<file path="src/rtl/calc_pkg.sv">
// rtl/calc_pkg.sv - shared calculator types and default widths
package calc_pkg;

    localparam int CALC_WIDTH = 4;

    typedef enum logic [1:0] {
        IDLE = 2'd0,
        CALC = 2'd1,
        DONE = 2'd2
    } mult_state_t;

endpackage

</file>
<file path="src/rtl/seq_multiplier.sv">
// rtl/seq_multiplier.sv - shift-and-add sequential multiplier, one multiplier bit per cycle (SEQ_MULT_SIGNED_EN selects two's complement)
module seq_multiplier
    import calc_pkg::*;
#(
    parameter int WIDTH = CALC_WIDTH,
    parameter int CNT_W = $clog2(WIDTH + 1)
) (
    input  logic                 clk,
    input  logic                 rst_n,
    input  logic                 start,
    input  logic [WIDTH-1:0]     multiplicand,
    input  logic [WIDTH-1:0]     multiplier,
    output logic                 busy,
    output logic                 done,
    output logic [2*WIDTH-1:0]   product
);

    localparam logic [1:0] S_IDLE = IDLE;
    localparam logic [1:0] S_CALC = CALC;
    localparam logic [1:0] S_DONE = DONE;

    logic [1:0]           state;
    logic [WIDTH-1:0]     mcand_q;
    logic [WIDTH-1:0]     mplier_q;
    logic [2*WIDTH-1:0]   acc_q;
    logic [CNT_W-1:0]     cnt_q;

    logic [2*WIDTH-1:0]   mcand_ext;
    logic [2*WIDTH-1:0]   partial;
    logic [2*WIDTH-1:0]   acc_next;
    logic                 last_iter;

    assign busy = (state == S_CALC);
    assign done = (state == S_DONE);

    // Partial product for the current bit and the next accumulator value.
    // The multiplier register shifts right each cycle, so bit 0 is always
    // the bit whose weight equals the counter.
    always_comb begin
`ifdef SEQ_MULT_SIGNED_EN
        mcand_ext = {{WIDTH{mcand_q[WIDTH-1]}}, mcand_q};
`else
        mcand_ext = {{WIDTH{1'b0}}, mcand_q};
`endif
        partial   = mcand_ext << cnt_q;
        last_iter = (cnt_q == CNT_W'(WIDTH - 1));
        acc_next  = acc_q;
        if (mplier_q[0]) begin
`ifdef SEQ_MULT_SIGNED_EN
            // The sign bit of a two's complement multiplier carries negative weight.
            if (last_iter) begin
                acc_next = acc_q - partial;
            end else begin
                acc_next = acc_q + partial;
            end
`else
            acc_next = acc_q + partial;
`endif
        end
    end

    // FSM and datapath registers; a start outside IDLE is simply dropped.
    always_ff @(posedge clk or negedge rst_n) begin
        if (!rst_n) begin
            state    <= S_IDLE;
            mcand_q  <= '0;
            mplier_q <= '0;
            acc_q    <= '0;
            cnt_q    <= '0;
            product  <= '0;
        end else begin
            case (state)
                S_IDLE: begin
                    if (start) begin
                        mcand_q  <= multiplicand;
                        mplier_q <= multiplier;
                        acc_q    <= '0;
                        cnt_q    <= '0;
                        state    <= S_CALC;
                    end
                end
                S_CALC: begin
                    acc_q    <= acc_next;
                    mplier_q <= mplier_q >> 1;
                    cnt_q    <= cnt_q + CNT_W'(1);
                    if (last_iter) begin
                        product <= acc_next;
                        state   <= S_DONE;
                    end
                end
                S_DONE: begin
                    state <= S_IDLE;
                end
                default: begin
                    state <= S_IDLE;
                end
            endcase
        end
    end

endmodule
</file>
<file path="config.mk">
export PLATFORM = sky130hd
export DESIGN_NAME = seq_multiplier
export DESIGN_NICKNAME = d
export VERILOG_FILES = /design/src/rtl/calc_pkg.sv /design/src/rtl/seq_multiplier.sv
export SDC_FILE = /design/constraint.sdc
export NUM_CORES = 1
export LEC_CHECK = 0
export ABC_CLOCK_PERIOD_IN_PS = 5200
export CORE_MARGIN = 5
export CORE_UTILIZATION = 45
export CTS_CLUSTER_DIAMETER = 30
export DETAILED_ROUTE_END_ITERATION = 8
export PLACE_DENSITY = 0.74
export SYNTH_ARGS = -nofsm -noshare
export SYNTH_HDL_FRONTEND = slang
export SYNTH_SLANG_ARGS = --single-unit
</file>
<file path="constraint.sdc">
create_clock -name clk -period 5.2 [get_ports clk]
set_input_delay 0.78 -clock clk [delete_from_list [all_inputs] [get_ports clk]]
set_output_delay 0.78 -clock clk [all_outputs]
set_load 0.05 [all_outputs]
</file>
=== Word level (Yosys, flattened, before mapping) ===
Index checks and enable logic that the tools add are counted.

* Register bits after elaboration: 29

* Shifts and indexed selects: 1
* Reductions and logical operators: 6
* Add/subtract/negate cells: 2
* Mux-type cells: 10
* Equal/unequal tests: 5

{| class="wikitable"
|+ Operators by type and width
! kind !! count
|-
| 8-bit two-way mux || 2
|-
| 8-bit one-hot mux with 2 select lines || 1
|-
| 8-bit adder || 1
|-
| 4-bit one-hot mux with 2 select lines || 1
|-
| 2-bit AND reduction || 4
|-
| 4-bit by 3-bit << shifter with 8-bit output || 1
|-
| 3-bit one-hot mux with 2 select lines || 1
|-
| 2-bit two-way mux || 2
|-
| 4-bit two-way mux || 1
|-
| 2-bit one-hot mux with 2 select lines || 1
|-
| 3-bit by 1-bit adder with 3-bit output, second input constant || 1
|-
| 3-bit by 2-bit equality test with 1-bit output, second input constant || 1
|-
| 3-bit two-way mux || 1
|-
| 2-bit by 1-bit equality test with 1-bit output, second input constant || 1
|-
| 2-bit equality test, second input constant || 1
|-
| 2-bit logical NOT || 1
|-
| 2-bit by 1-bit != test with 1-bit output, second input constant || 1
|-
| 2-bit != test, second input constant || 1
|-
| 2-bit nonzero test || 1
|}

=== Depth between registers and ports, before layout ===
Gate-level depths: netlist (run 1).

* Word-level depth: 4
* Gate-level depth with buffers: 12

=== Least setup slack after synthesis (run 1) ===
Ideal clock, no wire load.

* Kind: flip-flop to flip-flop
* Start point: register cnt_q[0]
* End point: register product[6]
* Path slack: 2.995 ns
* Period minus slack after synthesis: 2.205 ns
* Cell stages (with the launch flop): 11
* Required time: 5.131 ns
* Arrival: 2.136 ns
* Path through: dfrtp_1 buf_6 nor2b_1 nor3b_1 ha_1 fa_1 a211oi_1 o21bai_1 a21oi_1 or4b_1 nand3_1

* Longest elaborated chain between the ends: 3
* Elaborated cells on any way between the ends: 5

{| class="wikitable"
|+ Ends and longest elaborated chain
! element !! line !! source
|-
| from (decl) || seq_multiplier.sv:26 || <nowiki>logic [CNT_W-1:0] cnt_q;</nowiki>
|-
| from (signal assigned) || seq_multiplier.sv:85 || <nowiki>cnt_q <= cnt_q + CNT_W'(1);</nowiki>
|-
| 4-bit by 3-bit << shifter with 8-bit output || seq_multiplier.sv:45 || <nowiki>partial = mcand_ext << cnt_q;</nowiki>
|-
| 8-bit adder || seq_multiplier.sv:57 || <nowiki>acc_next = acc_q + partial;</nowiki>
|-
| 8-bit two-way mux || seq_multiplier.sv:48 || <nowiki>if (mplier_q[0]) begin</nowiki>
|-
| to (signal assigned) || seq_multiplier.sv:87 || <nowiki>product <= acc_next;</nowiki>
|-
| to (decl) || seq_multiplier.sv:15 || <nowiki>output logic [2*WIDTH-1:0] product</nowiki>
|}

Parallel ways exist; a longest one is shown, timed or not.
A chain may end at the register's enable or synchronous reset.

=== Worst setup path after layout (run 1) ===
* Start point: register state[1]
* End point: output busy

* Longest elaborated chain between the ends: 1

{| class="wikitable"
|+ Ends and longest elaborated chain
! element !! line !! source
|-
| from (decl) || seq_multiplier.sv:22 || <nowiki>logic [1:0] state;</nowiki>
|-
| from (signal assigned) || seq_multiplier.sv:65 || <nowiki>state <= S_IDLE;</nowiki>
|-
| from (signal assigned) || seq_multiplier.sv:79 || <nowiki>state <= S_CALC;</nowiki>
|-
| from (signal assigned) || seq_multiplier.sv:88 || <nowiki>state <= S_DONE;</nowiki>
|-
| 2-bit by 1-bit equality test with 1-bit output || seq_multiplier.sv:33 || <nowiki>assign busy = (state == S_CALC);</nowiki>
|-
| to (decl) || seq_multiplier.sv:13 || <nowiki>output logic busy,</nowiki>
|}

Every way passes these cells.

==> results of run 1 <==
per-stage QoR:
stage / util, % / std cells / power (mW) / worst slack (ns) / area (um^2)
CTS: 55.05 / 246 / 1.358 / 2.537 / 2031
detailed placement: 52.82 / 238 / 1.176 / 2.753 / 1948
global placement: 52.82 / 238 / 1.143 / 2.779 / 1948
finish: 55.05 / 246 / 1.345 / 2.539 / 2031
global route: 55.05 / 246 / 1.459 / 2.485 / 2031
floorplan: - / 177 / 0.9929 / 2.995 / 1729
cell type report:
type	instances	share of cell area (%)
Clock buffer	6	3.574
Clock inverter	2	0.4929
Inverter	5	1.417
Multi-Input combinational cell	135	45.59
Sequential cell	29	35.74
Tap cell	48	2.957
Timing Repair Buffer	21	10.23
state kept, by name (all words and copies together), names as in the netlist:
name and flops:
state 2, mplier_q 4, product 8, cnt_q 3
acc_q 8, mcand_q 4
power by group:
group	internal, mW	switching [mW]
combinational	0.308	0.428
sequential	0.317	0.116
clock	0.0924	0.0832
cell usage in the layout (no fill, tap or decap), types with 2 or more instances in the layout:
cell             synthesis  routed
xor2_1                   3       3
inv_6                    2       2
a22o_1                   5       5
o21bai_1                 3       3
nand2_1                 21      21
clkinv_2                 0       2
nand2b_1                 2       2
o21ai_0                 20      20
nor3b_1                  4       4
a21oi_1                 15      15
nor2_1                   6       6
mux2i_1                  7       7
mux2_2                   4       4
o22ai_1                  2       2
a211oi_1                 2       2
dfrtp_1                 29      29
inv_1                    3       3
a22oi_1                  3       3
clkbuf_8                 0       5
ha_1                     9       9
xnor2_1                  3       3
nor2b_1                  8       8
clkdlybuf4s50_1          0      20
nand4_1                  2       2
nand3_1                  2       2
per-layer routing:
metal | global-route usage (%) | part of all wire (%) | vias up
met5 | 0 | 0 | -
met4 | 5.637 | 1.6 | 0
met3 | 5.679 | 4.2 | 6
met2 | 26.94 | 50 | 25
met1 | 18.67 | 44 | 613
li1 | - | - | 668
critical path: stages, from the launching register on:
cell,delay (ns)
dfrtp_1,0.49
nand2b_4,0.22
inv_6,0.10
clkdlybuf4s50_1,0.80
kinds of logic after synthesis:
logic type	Yosys count	synth area share (%)
AO/OA/AOI/OAI	53	18.16
XOR/XNOR	7	3.981
adder cells (fa/ha/maj)	10	7.670
buffers and inverters	13	4.486
flip-flops	29	41.97
multiplexers	12	7.453
AND/OR/NAND/NOR	53	16.28
worst max path at each step:
stage	slack (ns)	to	startpoint	cells past startpoint
after global placement	2.78	acc_q[4]	start	5
after detailed placement	2.75	acc_q[4]	start	5
after floorplan	2.99	product[6]	cnt_q[0]	10
after CTS	2.54	busy	state[1]	3
final	2.54	busy	state[1]	3
after global routing	2.49	acc_q[6]	cnt_q[0]	10
==> results.py, run 1 <==
metrics = {
    "grt": {
        "grt_max_degree": 30,
        "grt_overflow": 0,
        "grtUsageTotal_pct": 15.94,
        "antenna_found_initial": 0,
        "grt_pass1_vias": 1361,
        "grt_pass1_wl_um": 6320,
    },
    "die": {
        "start_util_pct": 46.88,
        "die_h_um": 71.99,
        "rows": 22,
        "die_area_um2": 5183,
        "core_area_um2": 3689,
        "die_w_um": 71.99,
        "io_pins": 21,
    },
    "timing": {
        "setup_viol": 0,
        "rsz0062_at_grt": "no",
        "slew_viol_final": 0,
        "slew_headroom_pct": 59.73,
        "period_share_pct": 51.18,
        "fin_crit_ns": 2.661,
        "skew_ns": 0.005708,
        "whs_ns": 0.4875,
        "tightest_slew_ns": 0.6041,
        "hold_violations": 0,
        "tns_ns": 0,
        "fmax_mhz": 375.7,
    },
    "worst_setup_path": {
        "ff2ff_path_depth": 10,
        "critical_path_class": "register to output port",
        "worstSetupStartpointType": "register",
        "critPathRequiredTime_ns": 4.42,
        "critPathMaxFanout": 10,
        "worstReg2RegEnd": "acc_q[5]",
        "r2r-start": "cnt_q[0]",
        "worstSetupEndpointType": "output port",
        "r2r_slack_ns": 2.75,
        "critical_path_arrival_ns": 1.88,
    },
    "clocking": {
        "clkSinkCount": 29,
        "cts_buffer_depth": 2,
        "h-tree-depth": 2,
        "root_buffer": "clkbuf_8",
        "cts_buffers": 5,
        "cts_tree": "built",
        "clk_pin_slew_worst_paths_ns": 0.06,
        "worstSkewPairLatency_ns": 0.28,
        "cts_resized": 0,
        "cts_hold_buf": 0,
        "post-cts-setup-buffers": 0,
    },
    "layout": {
        "syn_to_final_growth_pct": 17.44,
        "final.fill_count": 348,
        "antenna_cells": 0,
        "nNetsFinal": 218,
        "drive_above_1_share_pct": 10.10,
        "seq_area_um2": 725.7,
        "multiInputGateArea_um2": 925.9,
    },
    "status": {
        "status": "complete, no violations",
    },
    "power": {
        "irDropWorstVdd_mv": 0.2991,
        "leakagePower_nw": 0.8954,
        "power.density_nw_per_um2": 662.3,
    },
    "synth": {
        "synth.top_cell.area_share_pct": 41.97,
        "ys_async_sr_fraction_pct": 100.0,
        "synth_commonest_cells": "dfrtp_1 (29), nand2_1 (21), o21ai_0 (20), a21oi_1 (15), ha_1 (9)",
        "synth.yosys.seq_area_share_pct": 41.97,
        "synth.most_common_cell": "dfrtp_1",
        "synth.distinct_cells": 39,
        "synth-seq-cells": 29,
        "yosys.area.top_type": "dfrtp_1",
        "synth_area_um2": 1729,
        "synth_flop_cell": "dfrtp_1",
        "synth_edf_count": 0,
        "yosysWarnings": 0,
        "syn_inst": 177,
        "synth_nets": 198,
        "syn_avg_cell_area_um2": 9.769,
        "synth_area_leaders": "dfrtp_1 (42%), ha_1 (6.5%), o21ai_0 (5.8%), nand2_1 (4.6%), a21oi_1 (4.3%)",
    },
    "route": {
        "routedWlPerCell_um": 14.48,
        "drc": 0,
        "viasPerCell": 5.333,
        "dr.pass1.iters": 4,
        "wl_um": 3563,
        "final_antenna_net_count": 0,
        "vias": 1312,
        "drtIter0Drc": 49,
    },
    "worst_hold_path": {
        "worst_hold_path.num_cells": 2,
        "worstHoldPathType": "register to register",
        "min_to": "product[4]",
        "min_from": "product[4]",
    },
    "placed_design": {
        "dp_hpwl_um": 2666,
        "io_buffers": 20,
        "gp_congestion": 1.038,
    },
    "flow_run": {
        "drv_cap": 0,
    },
}
Note: power is estimated with default switching activity, not from simulation.
==> run 2, diff against run 1 <==
Settings changed: ABC_CLOCK_PERIOD_IN_PS 5200 to 2200, PLACE_DENSITY 0.74 to 0.76.
Clock period 5.2 ns to 2.2 ns, I/O delays scaled along.
==> run 2 against run 1 <==
The flow now finishes with violations (negative setup slack). Critical path type is now register to register. First-iteration DRC count down 47%. Critical path depth is 7 higher. Sequential power increased by 140%. Clock-buffer cell count grew 1. Die area unchanged. Largest power group unchanged. Worst setup slack worse by 2.7 ns. Core utilization rose by 9.2 points. Final area increased by 17%. Clock skew fell by 0.0027 ns. Via count grew 8.8%. Wire length rose by 7.6%.
==> results.py, run 2 (synthesis gave the netlist of run 1 again) <==
metrics = {
    "die": {
        "die_h_um": 71.99,
        "die_w_um": 71.99,
        "core_area_um2": 3689,
        "io_pins": 21,
        "rows": 22,
        "start_util_pct": 46.88,
        "die_area_um2": 5183,
    },
    "timing": {
        "fin_crit_ns": 2.343,
        "fmax_mhz": 426.8,
        "period_share_pct": 106.5,
        "setup_ws_ns": -0.1431,
        "slew_viol_final": 0,
        "tightest_slew_ns": 0.4959,
        "tns_ns": -0.4659,
        "skew_ns": 0.003005,
        "hold_violations": 0,
        "whs_ns": 0.4357,
        "rsz0062_at_grt": "yes",
        "setup_viol": 6,
        "slew_headroom_pct": 66.84,
    },
    "layout": {
        "drive_above_1_share_pct": 32.42,
        "nNetsFinal": 240,
        "seq_area_um2": 728.2,
        "antenna_cells": 0,
        "final_area_um2": 2369,
        "multiInputGateArea_um2": 1079,
        "top_regs": "acc_q x8, product x8",
        "layout_common_cells": "dfrtp_1 (27), buf_4 (22), nand2_1 (21)",
        "fin_util_pct": 64.21,
        "fin_cells": 267,
        "syn_to_final_growth_pct": 36.98,
        "final.fill_count": 306,
        "layout_commonest_cell": "dfrtp_1",
    },
    "worst_setup_path": {
        "worstSetupEndpointType": "register",
        "crit_slowest_cell": "or4b_1",
        "crit_path_cell_trace": "buf_12 > nor2b_4 > nor3b_2 > ha_2 > fa_2 > a211oi_2 > o21bai_1 > a21oi_2 > or4b_1 > nand3_1",
        "crit_path_max_incr_delay_ns": 0.50,
        "critical_path_class": "register to register",
        "critPathRequiredTime_ns": 2.42,
        "worstSetupStartpointType": "register",
        "critical_path_arrival_ns": 2.56,
        "critPathMaxFanout": 4,
    },
    "grt": {
        "grt_max_degree": 30,
        "grt_pass1_wl_um": 5989,
        "grt_pass1_vias": 1317,
        "grtUsageTotal_pct": 14.94,
        "grt_overflow": 0,
        "antenna_found_initial": 0,
    },
    "worst_hold_path": {
        "worstHoldPathType": "primary input to asynchronous set/reset pin",
    },
    "route": {
        "vias": 1428,
        "drtIter0Drc": 26,
        "wl_um": 3834,
        "final_antenna_net_count": 0,
        "dr.pass1.iters": 4,
        "routedWlPerCell_um": 14.36,
        "drc": 0,
        "viasPerCell": 5.348,
    },
    "power": {
        "irDropWorstVdd_mv": 0.8207,
        "power.density_nw_per_um2": 1665,
        "leakagePower_nw": 1.029,
    },
    "clocking": {
        "cts_buffer_depth": 2,
        "cts_buffers": 5,
        "clk_pin_slew_worst_paths_ns": 0.06,
        "worstSkewPairLatency_ns": 0.28,
        "root_buffer": "clkbuf_8",
        "clkSinkCount": 29,
        "cts_tree": "built",
        "h-tree-depth": 2,
    },
    "placed_design": {
        "io_buffers": 20,
        "dpl.cell_count": 253,
        "gp_congestion": 0.8618,
        "place_area_um2": 2068,
        "dp_hpwl_um": 2504,
    },
    "flow_run": {
        "drv_cap": 0,
    },
    "status": {
        "status": "finished with violations",
        "violations": "negative setup slack",
    },
}
[run 2: final cells by class]
cell class	instances	share of cell area (%)
clock buffer	7	3.645
inverter	5	1.215
multi-input combinational	135	45.54
tap	48	2.536
timing repair buffer	43	16.32
sequential	29	30.74
[run 2: power breakdown]
| group | switching [mW] | internal, mW | leakage (nW) | total [mW] |
|---|---|---|---|---|
| Sequential | 0.263 | 0.755 | 0.370 | 1.02 |
| Combinational | 1.28 | 1.21 | 0.615 | 2.49 |
| Clock | 0.190 | 0.247 | 0.0443 | 0.437 |
[run 2: final timing paths]
path | start | endpoint | slack [ns] | depth (start not counted)
max | cnt_q[0] | product[6] | -0.14 | 10
min | rst_n | acc_q[6] | 0.44 | 2
max reg2reg | cnt_q[0] | product[6] | -0.14 | 10
min reg2reg | product[3] | product[3] | 0.47 | 2
max in group asynchronous | rst_n | cnt_q[0] | 1.47 | 2
min in group clk | product[3] | product[3] | 0.47 | 2
[run 2: what timing repair did]
action,CTS,global route
hold buffers,0,0
buffers inserted,1,6
setup endpoints to repair,7,11
gates resized for setup,7,34
pin swaps,8,14
[run 2: stage by stage]
step           setup slack (ns)  power, mW
3_5_place_dp            -0.1415      2.994
6_report                -0.1431      3.943
4_1_cts                -0.07793      3.491
3_3_place_gp            -0.1189      2.957
5_1_grt                 -0.2563      4.218
2_1_floorplan          0.004100      2.358
[run 2: critical path, delay by kind of cell (launching register included)]
family                   cells  cell delay (ns)
AO/OA/AOI/OAI                3             0.34
adder cells (fa/ha/maj)      2             0.44
buffers and inverters        1             0.15
flip-flops                   1             0.44
AND/OR/NAND/NOR              4             0.90
[run 2: routing by layer]
layer,share of wire (%),up-vias,global-route usage (%)
li1,-,712,-
met1,44,682,18.84
met2,49,26,22.65
met3,4.3,8,4.571
met4,2.9,0,8.559
met5,0,-,0
==> run 3, diff against run 2 <==
Settings changed: GPL_TIMING_DRIVEN from default to 0.
==> run 3 against run 2 <==
The run still ends with negative setup slack left. Final area down 2.6%. Sequential power down 9%. Worst hold slack worse by 0.37 ns. Total power down 2.0%. Via count down 1.8%. Critical path depth unchanged. Sequential cell count unchanged. Clock skew up 0.0016 ns. First-iteration DRC count rose to 3.5 times the previous value. Clock-buffer cell count unchanged.
==> results.py, run 3 (synthesis gave the netlist of run 1 again) <==
metrics = {
    "worst_setup_path": {
        "r2r_slack_ns": -0.11,
        "crit_slowest_cell": "or4b_1",
        "critPathRequiredTime_ns": 2.42,
        "crit_path_max_incr_delay_ns": 0.46,
        "r2r-start": "cnt_q[0]",
        "critical_path_class": "register to register",
        "worstReg2RegEnd": "product[6]",
        "critical_path_arrival_ns": 2.53,
        "ff2ff_path_depth": 10,
        "crit_path_cell_trace": "buf_6 > nor2b_4 > nor3b_2 > ha_2 > fa_2 > a211oi_2 > o21bai_1 > a21oi_2 > or4b_1 > nand3_1",
        "worstSetupEndpointType": "register",
        "worstSetupStartpointType": "register",
        "critPathMaxFanout": 6,
    },
    "layout": {
        "antenna_cells": 0,
        "nNetsFinal": 237,
        "drive_above_1_share_pct": 27.31,
        "top_regs": "acc_q x8, product x8",
        "layout_commonest_cell": "dfrtp_1",
        "syn_to_final_growth_pct": 33.36,
        "layout_common_cells": "dfrtp_1 (29), nand2_1 (20), clkdlybuf4s50_1 (17)",
        "fin_cells": 264,
        "final_area_um2": 2306,
    },
    "route": {
        "drc": 0,
        "vias": 1402,
        "routedWlPerCell_um": 13.78,
        "drtIter0Drc": 91,
        "wl_um": 3638,
        "final_antenna_net_count": 0,
        "dr.pass1.iters": 4,
        "viasPerCell": 5.311,
    },
    "grt": {
        "grt_overflow": 0,
        "antenna_found_initial": 0,
        "grtUsageTotal_pct": 14.94,
        "grt_max_degree": 30,
        "grt_pass1_vias": 1367,
        "grt_pass1_wl_um": 6044,
        "grt_util_met2_pct": 23.57,
        "use_met3_pct": 4.848,
        "met1_usage_pct": 18.94,
        "busiest_layer": "met2",
    },
    "timing": {
        "tns_ns": -0.2475,
        "setup_ws_ns": -0.1137,
        "setup_viol": 4,
        "whs_ns": 0.07046,
        "slew_viol_final": 0,
        "hold_violations": 0,
        "fin_crit_ns": 2.314,
        "tightest_slew_ns": 0.6531,
        "period_share_pct": 105.2,
        "rsz0062_at_grt": "yes",
        "fmax_mhz": 432.2,
        "slew_headroom_pct": 56.46,
        "skew_ns": 0.004627,
    },
    "clocking": {
        "cts_buffers": 5,
        "cts_tree": "built",
        "clk_pin_slew_worst_paths_ns": 0.06,
        "clkSinkCount": 29,
        "cts_hold_buf": 0,
        "cts_buffer_depth": 2,
        "worstSkewPairLatency_ns": 0.28,
        "h-tree-depth": 2,
        "root_buffer": "clkbuf_8",
    },
    "placed_design": {
        "gp_congestion": 0.8979,
        "place_ws_ns": -0.2529,
        "place_area_um2": 1999,
        "dp_hpwl_um": 2474,
        "dpl.cell_count": 245,
        "io_buffers": 20,
    },
    "power": {
        "irDropWorstVdd_mv": 0.7820,
        "leakagePower_nw": 1.025,
        "power.density_nw_per_um2": 1675,
    },
    "status": {
        "violations": "negative setup slack",
        "status": "finished with violations",
    },
    "die": {
        "die_h_um": 71.99,
        "die_area_um2": 5183,
        "rows": 22,
        "io_pins": 21,
        "core_area_um2": 3689,
        "die_w_um": 71.99,
        "start_util_pct": 46.88,
    },
    "worst_hold_path": {
        "worstHoldPathType": "primary input to asynchronous set/reset pin",
    },
    "flow_run": {
        "drv_cap": 0,
    },
}
-- run 3: cell types whose count changed in the layout (fill, tap and decap cells not counted), sizes merged --
cell           previous run  this run
clkbuf                    7        10
dlymetal6s2s              0         2
clkdlybuf4s50            19        17
buf                      24        18
-- run 3: area by class of cell --
type	count	area (um^2)
plain buffers	8	52.55
clock buffers	7	86.33
fillers	321	1383
inverters	5	28.78
multi-input cells	135	1062
flip-flops and latches	29	725.7
well taps	48	60.06
repair buffers	32	290.3
-- run 3: metal layers --
| layer | routed length (um) | up-vias |
|---|---|---|
| li1 | - | 704 |
| met4 | 60 | 0 |
| met5 | 0 | - |
| met2 | 1688 | 27 |
| met3 | 186 | 5 |
| met1 | 1702 | 666 |
-- run 3: report_power, final --
group / total (mW) / switching (mW) / internal [mW]
sequential: 0.932 / 0.182 / 0.750
combinational: 2.48 / 1.32 / 1.17
clock: 0.446 / 0.199 / 0.248
-- run 3: worst max-delay path by stage --
stage / start / endpoint / cells after the start
after detailed placement: cnt_q[0] / product[6] / 11
after CTS: cnt_q[0] / product[6] / 11
after global routing: cnt_q[0] / product[6] / 10
final: cnt_q[0] / product[6] / 10
after floorplan: cnt_q[0] / product[6] / 11
after global placement: cnt_q[0] / product[6] / 10
-- run 3: worst max-delay path, delay by kind of cell (launching register included) --
family,cells,cell delay [ns]
AND/OR/NAND/NOR,4,0.86
adder cells (fa/ha/maj),2,0.48
buffers and inverters,1,0.15
flip-flops,1,0.39
AO/OA/AOI/OAI,3,0.36
-- run 3: through the flow --
step / utilization (%) / total power [mW]
final: 62.52 / 3.863
after global routing: 62.52 / 4.142
after CTS: 59.74 / 3.572
after detailed placement: 54.21 / 2.808
after global placement: 54.21 / 2.775
after floorplan: - / 2.358
-- run 3: repair_timing --
item,4_1_cts,5_1_grt
setup buffers,7,5
gates resized for setup,18,22
endpoints found under the hold margin,0,0
setup endpoints to repair,9,14
pin swaps,17,16
